==> config.mk <==
export PLATFORM = sky130hd
export DESIGN_NAME = if_prefetch_stage_flat
export DESIGN_NICKNAME = d
export VERILOG_FILES = /design/src/rtl/if_prefetch_stage_pkg.sv /design/src/rtl/if_prefetch_stage_if.sv /design/src/rtl/if_prefetch_stage_fifo.sv /design/src/rtl/if_prefetch_stage.sv /design/src/flat_wrapper.sv
export SDC_FILE = /design/constraint.sdc
export NUM_CORES = 1
export LEC_CHECK = 0
export BUFFER_PORTS_ARGS = -buffer_cell sky130_fd_sc_hd__buf_2
export CAP_MARGIN = 10
export CORE_ASPECT_RATIO = 1.25
export CORE_MARGIN = 5
export CORE_UTILIZATION = 50
export DETAILED_ROUTE_END_ITERATION = 8
export PLACE_DENSITY = 0.77
export SLEW_MARGIN = 20
export SYNTH_ARGS = -nofsm -noshare
export SYNTH_HDL_FRONTEND = slang
export SYNTH_SLANG_ARGS = --single-unit
==> constraint.sdc <==
create_clock -name clk -period 5.7 [get_ports clk]
set_input_delay 0.855 -clock clk [delete_from_list [all_inputs] [get_ports clk]]
set_output_delay 0.855 -clock clk [all_outputs]
set_load 0.005 [all_outputs]
==> src/rtl/if_prefetch_stage_pkg.sv <==
// if_prefetch_stage_pkg
//   Shared definitions for the instruction-fetch prefetch stage: default
//   address/instruction width, sequential PC increment, reset PC, the queue
//   entry layout and the NOP word driven when nothing is valid.
package if_prefetch_stage_pkg;

  localparam int unsigned IF_WIDTH    = 32;
  localparam int unsigned IF_PC_STEP  = 4;
  localparam logic [IF_WIDTH-1:0] IF_RESET_PC = '0;
  localparam logic [IF_WIDTH-1:0] IF_NOP      = '0;

  // One queue entry at the default width: next-sequential PC plus instruction.
  typedef struct packed {
    logic [IF_WIDTH-1:0] pc;
    logic [IF_WIDTH-1:0] instr;
  } if_entry_t;

endpackage

==> src/rtl/if_prefetch_stage_if.sv <==
// if_prefetch_stage_if
//   Instruction-memory port bundle.
//   imem_addr  : fetch address (fetch side -> memory)
//   imem_rdata : read data for imem_addr, combinational (memory -> fetch side)
//   imem_ready : imem_rdata valid this cycle (memory -> fetch side)
//   Modports: master = fetch stage, slave = instruction memory.
interface if_prefetch_stage_if
  import if_prefetch_stage_pkg::*;
#(
  parameter int unsigned WIDTH = IF_WIDTH
);
  logic [WIDTH-1:0] imem_addr;
  logic [WIDTH-1:0] imem_rdata;
  logic             imem_ready;

  modport master (output imem_addr, input imem_rdata, input imem_ready);
  modport slave  (input imem_addr, output imem_rdata, output imem_ready);
endinterface

==> src/rtl/if_prefetch_stage_fifo.sv <==
// if_prefetch_fifo
//   Circular buffer of DEPTH entries, DW bits each.
//   clk, rst    : clock, synchronous active-high reset
//   clear       : discard all entries (dominates push/pop)
//   push, wdata : write wdata at tail (accepted when not full or popping)
//   pop         : drop head entry (ignored when empty)
//   rdata       : head entry contents (unspecified when empty)
//   count       : occupancy 0..DEPTH; full/empty derived from it
module if_prefetch_fifo #(
  parameter int unsigned DEPTH = 4,
  parameter int unsigned DW    = 64,
  localparam int unsigned PTR_W = $clog2(DEPTH),
  localparam int unsigned CNT_W = PTR_W + 1
) (
  input  logic             clk,
  input  logic             rst,
  input  logic             clear,
  input  logic             push,
  input  logic             pop,
  input  logic [DW-1:0]    wdata,
  output logic [DW-1:0]    rdata,
  output logic [CNT_W-1:0] count,
  output logic             full,
  output logic             empty
);

  logic [DW-1:0]    mem [DEPTH];
  logic [PTR_W-1:0] head;
  logic [PTR_W-1:0] tail;
  logic             do_push;
  logic             do_pop;

  assign full  = (count == CNT_W'(DEPTH));
  assign empty = (count == '0);
  assign rdata = mem[head];

  always_comb begin
    do_pop  = pop & ~empty;
    do_push = push & (~full | do_pop);
  end

  always_ff @(posedge clk) begin
    if (rst || clear) begin
      head  <= '0;
      tail  <= '0;
      count <= '0;
    end else begin
      if (do_push) begin
        mem[tail] <= wdata;
        tail      <= tail + 1'b1;
      end
      if (do_pop) begin
        head <= head + 1'b1;
      end
      case ({do_push, do_pop})
        2'b10:   count <= count + 1'b1;
        2'b01:   count <= count - 1'b1;
        default: count <= count;
      endcase
    end
  end

endmodule

==> src/rtl/if_prefetch_stage.sv <==
// if_prefetch_stage
//   Instruction-fetch stage with a DEPTH-entry prefetch queue feeding IF/ID.
//   clk, rst        : clock, synchronous active-high reset
//   freeze          : decode stalled, head entry not consumed
//   Branch_taken    : redirect fetch to branchAddr and discard the queue
//   branchAddr      : redirect target
//   imem (master)   : imem_addr out, imem_rdata/imem_ready in
//   valid           : head entry present
//   PC              : head entry fetch address + PC_STEP (0 when empty)
//   Instruction     : head entry instruction (NOP when empty)
//   count           : queue occupancy
//   Optional (IF_PREFETCH_PERF_EN): perf_delivered, perf_discarded counters.
module if_prefetch_stage
  import if_prefetch_stage_pkg::*;
#(
  parameter int unsigned WIDTH   = IF_WIDTH,
  parameter int unsigned DEPTH   = 4,
  parameter int unsigned PC_STEP = IF_PC_STEP,
  parameter logic [WIDTH-1:0] RESET_PC = WIDTH'(IF_RESET_PC),
  localparam int unsigned CNT_W = $clog2(DEPTH) + 1
) (
  input  logic               clk,
  input  logic               rst,
  input  logic               freeze,
  input  logic               Branch_taken,
  input  logic [WIDTH-1:0]   branchAddr,
  if_prefetch_stage_if.master imem,
  output logic               valid,
  output logic [WIDTH-1:0]   PC,
  output logic [WIDTH-1:0]   Instruction,
`ifdef IF_PREFETCH_PERF_EN
  output logic [31:0]        perf_delivered,
  output logic [31:0]        perf_discarded,
`endif
  output logic [CNT_W-1:0]   count
);

  logic [WIDTH-1:0]   fetch_pc;
  logic [2*WIDTH-1:0] head_entry;
  logic               fifo_full;
  logic               fifo_empty;
  logic               pop;
  logic               push;

  assign imem.imem_addr = fetch_pc;
  assign valid          = ~fifo_empty;
  assign PC             = valid ? head_entry[2*WIDTH-1:WIDTH] : '0;
  assign Instruction    = valid ? head_entry[WIDTH-1:0] : WIDTH'(IF_NOP);

  // A branch suppresses both queue operations; the flush is the only effect.
  always_comb begin
    pop  = valid & ~freeze & ~Branch_taken;
    push = imem.imem_ready & ~Branch_taken & (~fifo_full | pop);
  end

  if_prefetch_fifo #(
    .DEPTH (DEPTH),
    .DW    (2 * WIDTH)
  ) u_fifo (
    .clk   (clk),
    .rst   (rst),
    .clear (Branch_taken),
    .push  (push),
    .pop   (pop),
    .wdata ({fetch_pc + WIDTH'(PC_STEP), imem.imem_rdata}),
    .rdata (head_entry),
    .count (count),
    .full  (fifo_full),
    .empty (fifo_empty)
  );

  always_ff @(posedge clk) begin
    if (rst) begin
      fetch_pc <= RESET_PC;
    end else if (Branch_taken) begin
      fetch_pc <= branchAddr;
    end else if (push) begin
      fetch_pc <= fetch_pc + WIDTH'(PC_STEP);
    end
  end

`ifdef IF_PREFETCH_PERF_EN
  always_ff @(posedge clk) begin
    if (rst) begin
      perf_delivered <= '0;
      perf_discarded <= '0;
    end else begin
      if (pop) begin
        perf_delivered <= perf_delivered + 32'd1;
      end
      if (Branch_taken) begin
        perf_discarded <= perf_discarded + 32'(count);
      end
    end
  end
`endif

endmodule

==> src/flat_wrapper.sv <==
// flat-port wrapper written by rule: the top's interface ports become plain ports
module if_prefetch_stage_flat import if_prefetch_stage_pkg::*;
#(
  parameter int unsigned WIDTH   = IF_WIDTH,
  parameter int unsigned DEPTH   = 4,
  parameter int unsigned PC_STEP = IF_PC_STEP,
  parameter logic [WIDTH-1:0] RESET_PC = WIDTH'(IF_RESET_PC),
  localparam int unsigned CNT_W = $clog2(DEPTH) + 1
)
  (clk, rst, freeze, Branch_taken, branchAddr, valid, PC, Instruction, count, imem_imem_addr, imem_imem_rdata, imem_imem_ready);
  if_prefetch_stage_if #(.WIDTH(WIDTH)) imem_i ();
  input  logic clk;
  input  logic rst;
  input  logic freeze;
  input  logic Branch_taken;
  input  logic [WIDTH-1:0] branchAddr;
  output logic valid;
  output logic [WIDTH-1:0] PC;
  output logic [WIDTH-1:0] Instruction;
  output logic [CNT_W-1:0] count;
  output wire logic [$bits(imem_i.imem_addr)-1:0] imem_imem_addr;
  input wire logic [$bits(imem_i.imem_rdata)-1:0] imem_imem_rdata;
  input wire logic [$bits(imem_i.imem_ready)-1:0] imem_imem_ready;
  assign imem_imem_addr = imem_i.imem_addr;
  assign imem_i.imem_rdata = imem_imem_rdata;
  assign imem_i.imem_ready = imem_imem_ready;
  if_prefetch_stage #(.WIDTH(WIDTH), .DEPTH(DEPTH), .PC_STEP(PC_STEP), .RESET_PC(RESET_PC)) u_core (.clk(clk), .rst(rst), .freeze(freeze), .Branch_taken(Branch_taken), .branchAddr(branchAddr), .imem(imem_i), .valid(valid), .PC(PC), .Instruction(Instruction), .count(count));
endmodule
==> results.md, run 1 <==
* CTS root buf: clkbuf_16
* Logic pwr share at 0.045
* Floorplan row count at 64
* Pint at between 3 and 4 mW
* Design Area, Final at roughly 0.014 mm2
* Final period utilization at 0.657
* P_sw at between 0.9 and 1 mW
* Clock power frac at 0.413
* Crit path required time at around 4.9 ns
* Worst Path Arrival at just under 3 ns
* WL/cell at 20.7 um
* First-pass GRT wire length at a little under 40000 um
* Area grow syn2layout at 16.7%
* Seq cells post-synth at between 200 and 300
* FMAX at roughly 0.27 GHz
* Total Neg Setup Slack at 0 ns
* Crit-path max FO at 44
* Cells on worst reg2reg path at 6
* GRT Total Usage at 0.185
* Clock Pin Slew Worst Setup and Hold Paths at approximately 0.06 ns
* Cts repair resizes at 0
* Utilization after layout at 0.587
* Yosys top cell by area: edfxtp_1
* TritonRoute pass-1 iters at 6
* Primary FF master, synth: edfxtp_1
* Max stage delay on crit path at between 0.9 and 1 ns
* IO buf count at about 170
* Startpoint types: register
* Clock Tree Buf Depth at 3
* Post-layout nets at between 900 and 1000
* Routed via count at between 6000 and 7000
* RSZ-0062 raised after global routing: no
* Post-route insts no fill at approximately 1200
* Async set-reset flop share out of synthesis at 0
* Placed cells at approximately 1200
* Clock latency on the worst-skew pair at 0.54 ns
* Critical Path End Type: output port
* Crit path kind: register to output port
* Core area at between 0.02 and 0.025 mm2
* Post-Synthesis Cells at about 720
* I/O pin total at ~170
* Flop pwr share at 0.542
* Clk sinks at just under 300
* Max cap viols at 0
* Die area at about 0.028 mm2
* CP Cell Sequence: buf_4, mux4_2, and2_1, buf_2
* Syn Area/Cell at 16.9 um2
* Synthesized Nets at about 800
* Final Power at roughly 4.5 mW
* Hold depth at 2
* WL final at roughly 25000 um
* Antenna violations before repair at 0
* Synth unique cells at between 50 and 60
* Post-synth EDFFs at around 260
* Fin. Hold Viols at 0
* Vias per cell at 5.53
* Hold buffer count at cts at 0
* N_diodes at 0
* Minimum clock period at 3.75 ns
* Vias in the first global route at between 7000 and 8000
* Drt drc at 0
* Synth top area share at 0.630
* Normalized max-slew margin at 0.345
* Top cells by area, synth: edfxtp_1, mux4_2, dfxtp_1, and2_1, xnor2_1
* Register area share after synthesis at 0.697
* ANT nets after route at 0
* TritonCTS buffer count at 28
* Starting Density at 0.503
* Pleak at between 4 and 5 nW
* Switching Fraction at 0.204
* Grt ovf at 0
* Yosys Warn Count at 0
* Maximum number of pins on one net before global-route repair at 67
* Stages on worst setup path at 4
* Die width at ~150 um
* Min-delay worst type: register to register
* CTS tree: yes
* Final Max Slew Viols at 0
* Final setup viols at 0
* Status: finished, final reports clean
* Critical path's top delay family: flip-flops
* Initial drt markers at 564
* Layout cell share with drive strength beyond 1 at 0.331
* Worst vdd ir at between 0.2 and 0.25 mV
* Worst slew pin tran at between 0.9 and 1 ns
* Cell Area, Synth at 0.0122 mm2
* Slowest CP cell: dfxtp_4
* HPWL Detailed at 15800 um
* Fin Clk Skew at 0.0205 ns
* Buf/Inv on CP at 2
* Placed Area at roughly 0.013 mm2
* Die height at between 150 and 200 um
* Gp weighted congestion at 0.809
* Post-CTS Setup Inserts at 0
* H-tree Lvls at 1
* Power Density at 315 mW/mm2
==> worst register-to-register path, stage by stage (launching register included) <==
cell,delay (ns)
dfxtp_1,0.40
nand4bb_1,0.26
and3b_1,0.62
inv_2,0.41
nor2_1,0.19
buf_4,0.22
and2_4,0.82
==> final timing paths <==
| path | startpoint | end | slack, ns |
|---|---|---|---|
| max | register | Instruction[28] | 1.95 |
| max reg2reg | u_core.u_fifo.count[0]$_SDFFE_PP0P_ | u_core.u_fifo.mem[1][0]$_DFFE_PP_ | 2.34 |
| min reg2reg | u_core.u_fifo.tail[1]$_SDFFE_PP0P_ | u_core.u_fifo.tail[1]$_SDFFE_PP0P_ | 0.50 |
| min | u_core.u_fifo.tail[1]$_SDFFE_PP0P_ | u_core.u_fifo.tail[1]$_SDFFE_PP0P_ | 0.50 |
==> cells in the final DEF, fill, tap and decap left out, types with 8 or more instances in the layout <==
master,count
edfxtp_1,256
buf_2,168
mux4_2,64
and2_1,64
dfxtp_1,39
nor2_1,29
clkbuf_16,28
nand2_1,27
xnor2_1,24
a31oi_1,16
nand3_1,15
a21oi_1,13
inv_1,10
xor2_1,9
o2bb2ai_1,9
o21ai_0,9
nand4_1,8
==> metal layers <==
layer | up-vias | GRT usage | routed length [um]
met5 | - | 0 | 0
met4 | 0 | 0.0373 | 363
met3 | 26 | 0.0275 | 1720
met2 | 256 | 0.306 | 12700
met1 | 3387 | 0.267 | 10600
li1 | 3132 | - | -
==> final cells by class <==
class,count,area [um2]
Inverter,11,41.3
Clock buffer,29,704
Sequential cell,297,8520
Tap cell,330,413
Clock inverter,23,229
Timing Repair Buffer,171,863
Fill cell,1836,10000
Multi-Input combinational cell,368,3460
==> synthesized netlist by cell type, types with 2 or more instances <==
cell,count
o21ai_0,9
o2bb2ai_1,9
o22ai_1,2
a31oi_1,16
edfxtp_1,256
nand2_1,27
a21oi_1,13
nor2b_1,3
xor2_1,9
mux2i_1,2
and3_1,4
mux4_2,64
nand4_1,8
nor2_1,29
nor4_4,2
o21a_1,4
nor3b_1,2
or3_1,8
dfxtp_1,41
a21o_1,2
a221oi_1,2
nand3_2,2
a22oi_1,7
and2_1,68
nand2b_1,2
ha_1,6
a222oi_1,4
buf_2,13
buf_4,2
inv_1,10
clkbuf_1,29
nor3_1,6
xnor2_1,24
nand3_1,15
o31a_1,2
==> power groups by stage <==
stage	clock, mW	combinational [mW]	sequential (mW)
after global placement	0	0.199	2.47
final	1.85	0.202	2.43
after floorplan	0	0.111	2.46
after CTS	1.88	0.204	2.43
after detailed placement	0	0.203	2.47
after global routing	1.99	0.223	2.43
==> flip-flops by register name, summed over array words and instances (netlist names), named ones only <==
signal / flops
u_core.imem.imem_addr: 32
u_core.u_fifo.tail: 2
u_core.u_fifo.head: 2
u_core.u_fifo.mem: 256
u_core.u_fifo.count: 3
==> stage by stage <==
stage / hold WS [ns] / worst slack (ns)
after CTS: 0.499 / 1.81
final: 0.500 / 1.95
after global placement: 0.488 / 1.65
after global routing: 0.500 / 1.66
after floorplan: 0.469 / 1.96
after detailed placement: 0.494 / 1.61
==> kinds of logic after synthesis <==
group	synth area share
adder cells (fa/ha/maj)	0.00779
multiplexers	0.120
AO/OA/AOI/OAI	0.0411
flip-flops	0.697
buffers and inverters	0.0198
AND/OR/NAND/NOR	0.0904
XOR/XNOR	0.0237
Power figures use the tool's default switching activity.
==> run 2: changes to the inputs <==
==> constraint.sdc (replaced) <==
create_clock -name clk -period 3.6 [get_ports clk]
set_input_delay 0.54 -clock clk [delete_from_list [all_inputs] [get_ports clk]]
set_output_delay 0.54 -clock clk [all_outputs]
set_load 0.005 [all_outputs]
==> run 2 against run 1 <==
Flip-flop and latch count did not move; sequential power rose by 58%; clock skew fell by 0.0091 ns; global-route usage rose by 0.23 points; power rose by 65%; final area rose by 2.0%; sequential share of layout area fell by 1.2 points; worst hold slack got worse by 0.28 ns; setup slack got worse by 1.3 ns; largest power group unchanged; highest routed layer unchanged.
==> results.md, run 2 (synthesis gave the netlist of run 1 again) <==
* Status: finished, final reports clean (unchanged)
* Layout cell share with drive strength beyond 1 at 0.345 (was 0.331)
* Floorplan row count at 64 (unchanged)
* Grt ovf at 0 (unchanged)
* Clock Tree Buf Depth at 3 (unchanged)
* Clock Pin Slew Worst Setup and Hold Paths at 0.06 ns (about the same)
* Max cap viols at 0 (unchanged)
* Die width at 150 um (unchanged)
* First-pass GRT wire length at 40400 um (was 39400 um)
* Post-layout nets at 966 (was 953)
* Worst slew pin tran at 0.729 ns (was 0.983 ns)
* Post-CTS Setup Inserts at 0 (unchanged)
* CTS root buf: clkbuf_16 (unchanged)
* Grt met1 use at 0.259 (was 0.267)
* Worst Path Arrival at 2.45 ns (was 2.89 ns)
* Final Max Slew Viols at 0 (unchanged)
* Gp weighted congestion at 0.810 (was 0.809)
* WL/cell at 20.5 um (was 20.7 um)
* IO buf count at 168 (unchanged)
* Commonest non-fill, non-tap cells in the layout: edfxtp_1, buf_2, mux4_2, and2_1, dfxtp_1 (unchanged)
* Clk sinks at 297 (unchanged)
* TritonCTS buffer count at 28 (unchanged)
* Hold buffer count at cts at 0 (unchanged)
* Final setup viols at 0 (unchanged)
* Die area at 0.0276 mm2 (unchanged)
* GRT Total Usage at 0.187 (was 0.185)
* Initial drt markers at 512 (was 564)
* Final period utilization at 0.830
* TritonRoute pass-1 iters at 5 (was 6)
* Final Power at 7.38 mW (was 4.48 mW)
* Vias per cell at 5.52 (was 5.53)
* Antenna violations before repair at 0 (unchanged)
* Critical Path End Type: output port (unchanged)
* Clock latency on the worst-skew pair at 0.53 ns (was 0.54 ns)
* M2 GR Usage at 0.318 (was 0.306)
* Starting Density at 0.503 (unchanged)
* FMAX at 0.334 GHz
* Area grow syn2layout at 19.0% (was 16.7%)
* Crit path required time at 3.06 ns (was 4.85 ns)
* GRT met3 Usage at 0.0295 (was 0.0275)
* Minimum clock period at ~3 ns
* Reg2reg setup slack at 0.90 ns (was 2.34 ns)
* Startpoint types: register (unchanged)
* CTS tree: yes (unchanged)
* Crit path kind: register to output port (unchanged)
* Fin. Hold Viols at 0 (unchanged)
* Pleak at 5.14 nW (was 5.00 nW)
* HPWL Detailed at 16500 um (was 15800 um)
* Max reg flops at 256 (unchanged)
* Cts repair resizes at 0 (unchanged)
* Core area at 0.0243 mm2 (unchanged)
* Fin Clk Skew at 0.0113 ns (was 0.0205 ns)
* Routed via count at 6850 (was 6801)
* N_diodes at 0 (unchanged)
* ANT nets after route at 0 (unchanged)
* WL final at 25500 um (was 25400 um)
* Worst vdd ir at 0.325 mV (was 0.211 mV)
* I/O pin total at 169 (unchanged)
* Register bank with the most flops: u_core.u_fifo.mem (unchanged)
* Maximum number of pins on one net before global-route repair at 66 (was 67)
* Drt drc at 0 (unchanged)
* H-tree Lvls at 1 (unchanged)
* Die height at 185 um (unchanged)
* Commonest non-fill, non-tap cell in the layout: edfxtp_1 (unchanged)
* Grt peak-use layer: met2 (unchanged)
* Normalized max-slew margin at 0.514 (was 0.345)
* Min-delay worst type: input pin to register (was register to register)
* Power Density at 508 mW/mm2 (was 315 mW/mm2)
* Vias in the first global route at 7069 (was 7053)
* Total Neg Setup Slack at 0 ns (unchanged)
* Crit-path max FO at 30 (was 44)
* RSZ-0062 raised after global routing: no (unchanged)
run 2: changes by cell type in the layout (fill, tap and decap cells not counted), moves of 2 or more:
cell,delta
clkbuf_16,+5
clkbuf_1,+2
clkinvlp_4,-2
clkinv_2,-2
clkinv_4,+2
buf_12,+6
clkbuf_8,+2
buf_4,+7
clkinv_1,-6
run 2: critical path, stage by stage, from the launching register on:
cell and delay (ns):
dfxtp_4 0.70, buf_12 0.33, mux4_2 0.55, and2_1 0.18, buf_2 0.12
run 2: area by class of cell:
type,count,area [um2]
Inverter,11,41.3
Timing Repair Buffer,184,1040
Clock buffer,38,865
Clock inverter,14,180
Tap cell,330,413
Multi-Input combinational cell,368,3460
Sequential cell,297,8520
Fill cell,1833,9750
run 2: worst paths after layout:
path                                       start                             endpoint  cells after the start
min reg2reg   u_core.u_fifo.tail[1]$_SDFFE_PP0P_   u_core.u_fifo.tail[1]$_SDFFE_PP0P_                      2
max                                     register                      Instruction[16]                      4
max reg2reg  u_core.u_fifo.count[0]$_SDFFE_PP0P_  u_core.u_fifo.count[2]$_SDFFE_PP0P_                     10
min                           imem_imem_rdata[4]    u_core.u_fifo.mem[2][4]$_DFFE_PP_                      1
run 2: metrics by stage:
stage                     hold slack, ns  utilization  instances  setup WS [ns]  instance area (um2)
after floorplan                    0.469            -        721          0.172                12200
after global placement             0.487        0.555       1190          0.773                13500
after detailed placement           0.494        0.555       1190          0.717                13500
after CTS                          0.195        0.598       1242          0.515                14500
after global routing               0.202        0.598       1242          0.428                14500
final                              0.222        0.598       1242          0.610                14500
run 2: power by group:
group,switching [mW],leakage [nW],internal [mW],total [mW]
clock network,1.24,0.515,1.98,3.21
logic,0.183,1.96,0.143,0.326
registers,0.0496,2.67,3.79,3.84
run 2: per-layer routing:
metal,share of wire,up-vias
met1,0.42,3417
li1,-,3156
met5,0,-
met3,0.063,36
met4,0.018,0
met2,0.50,241
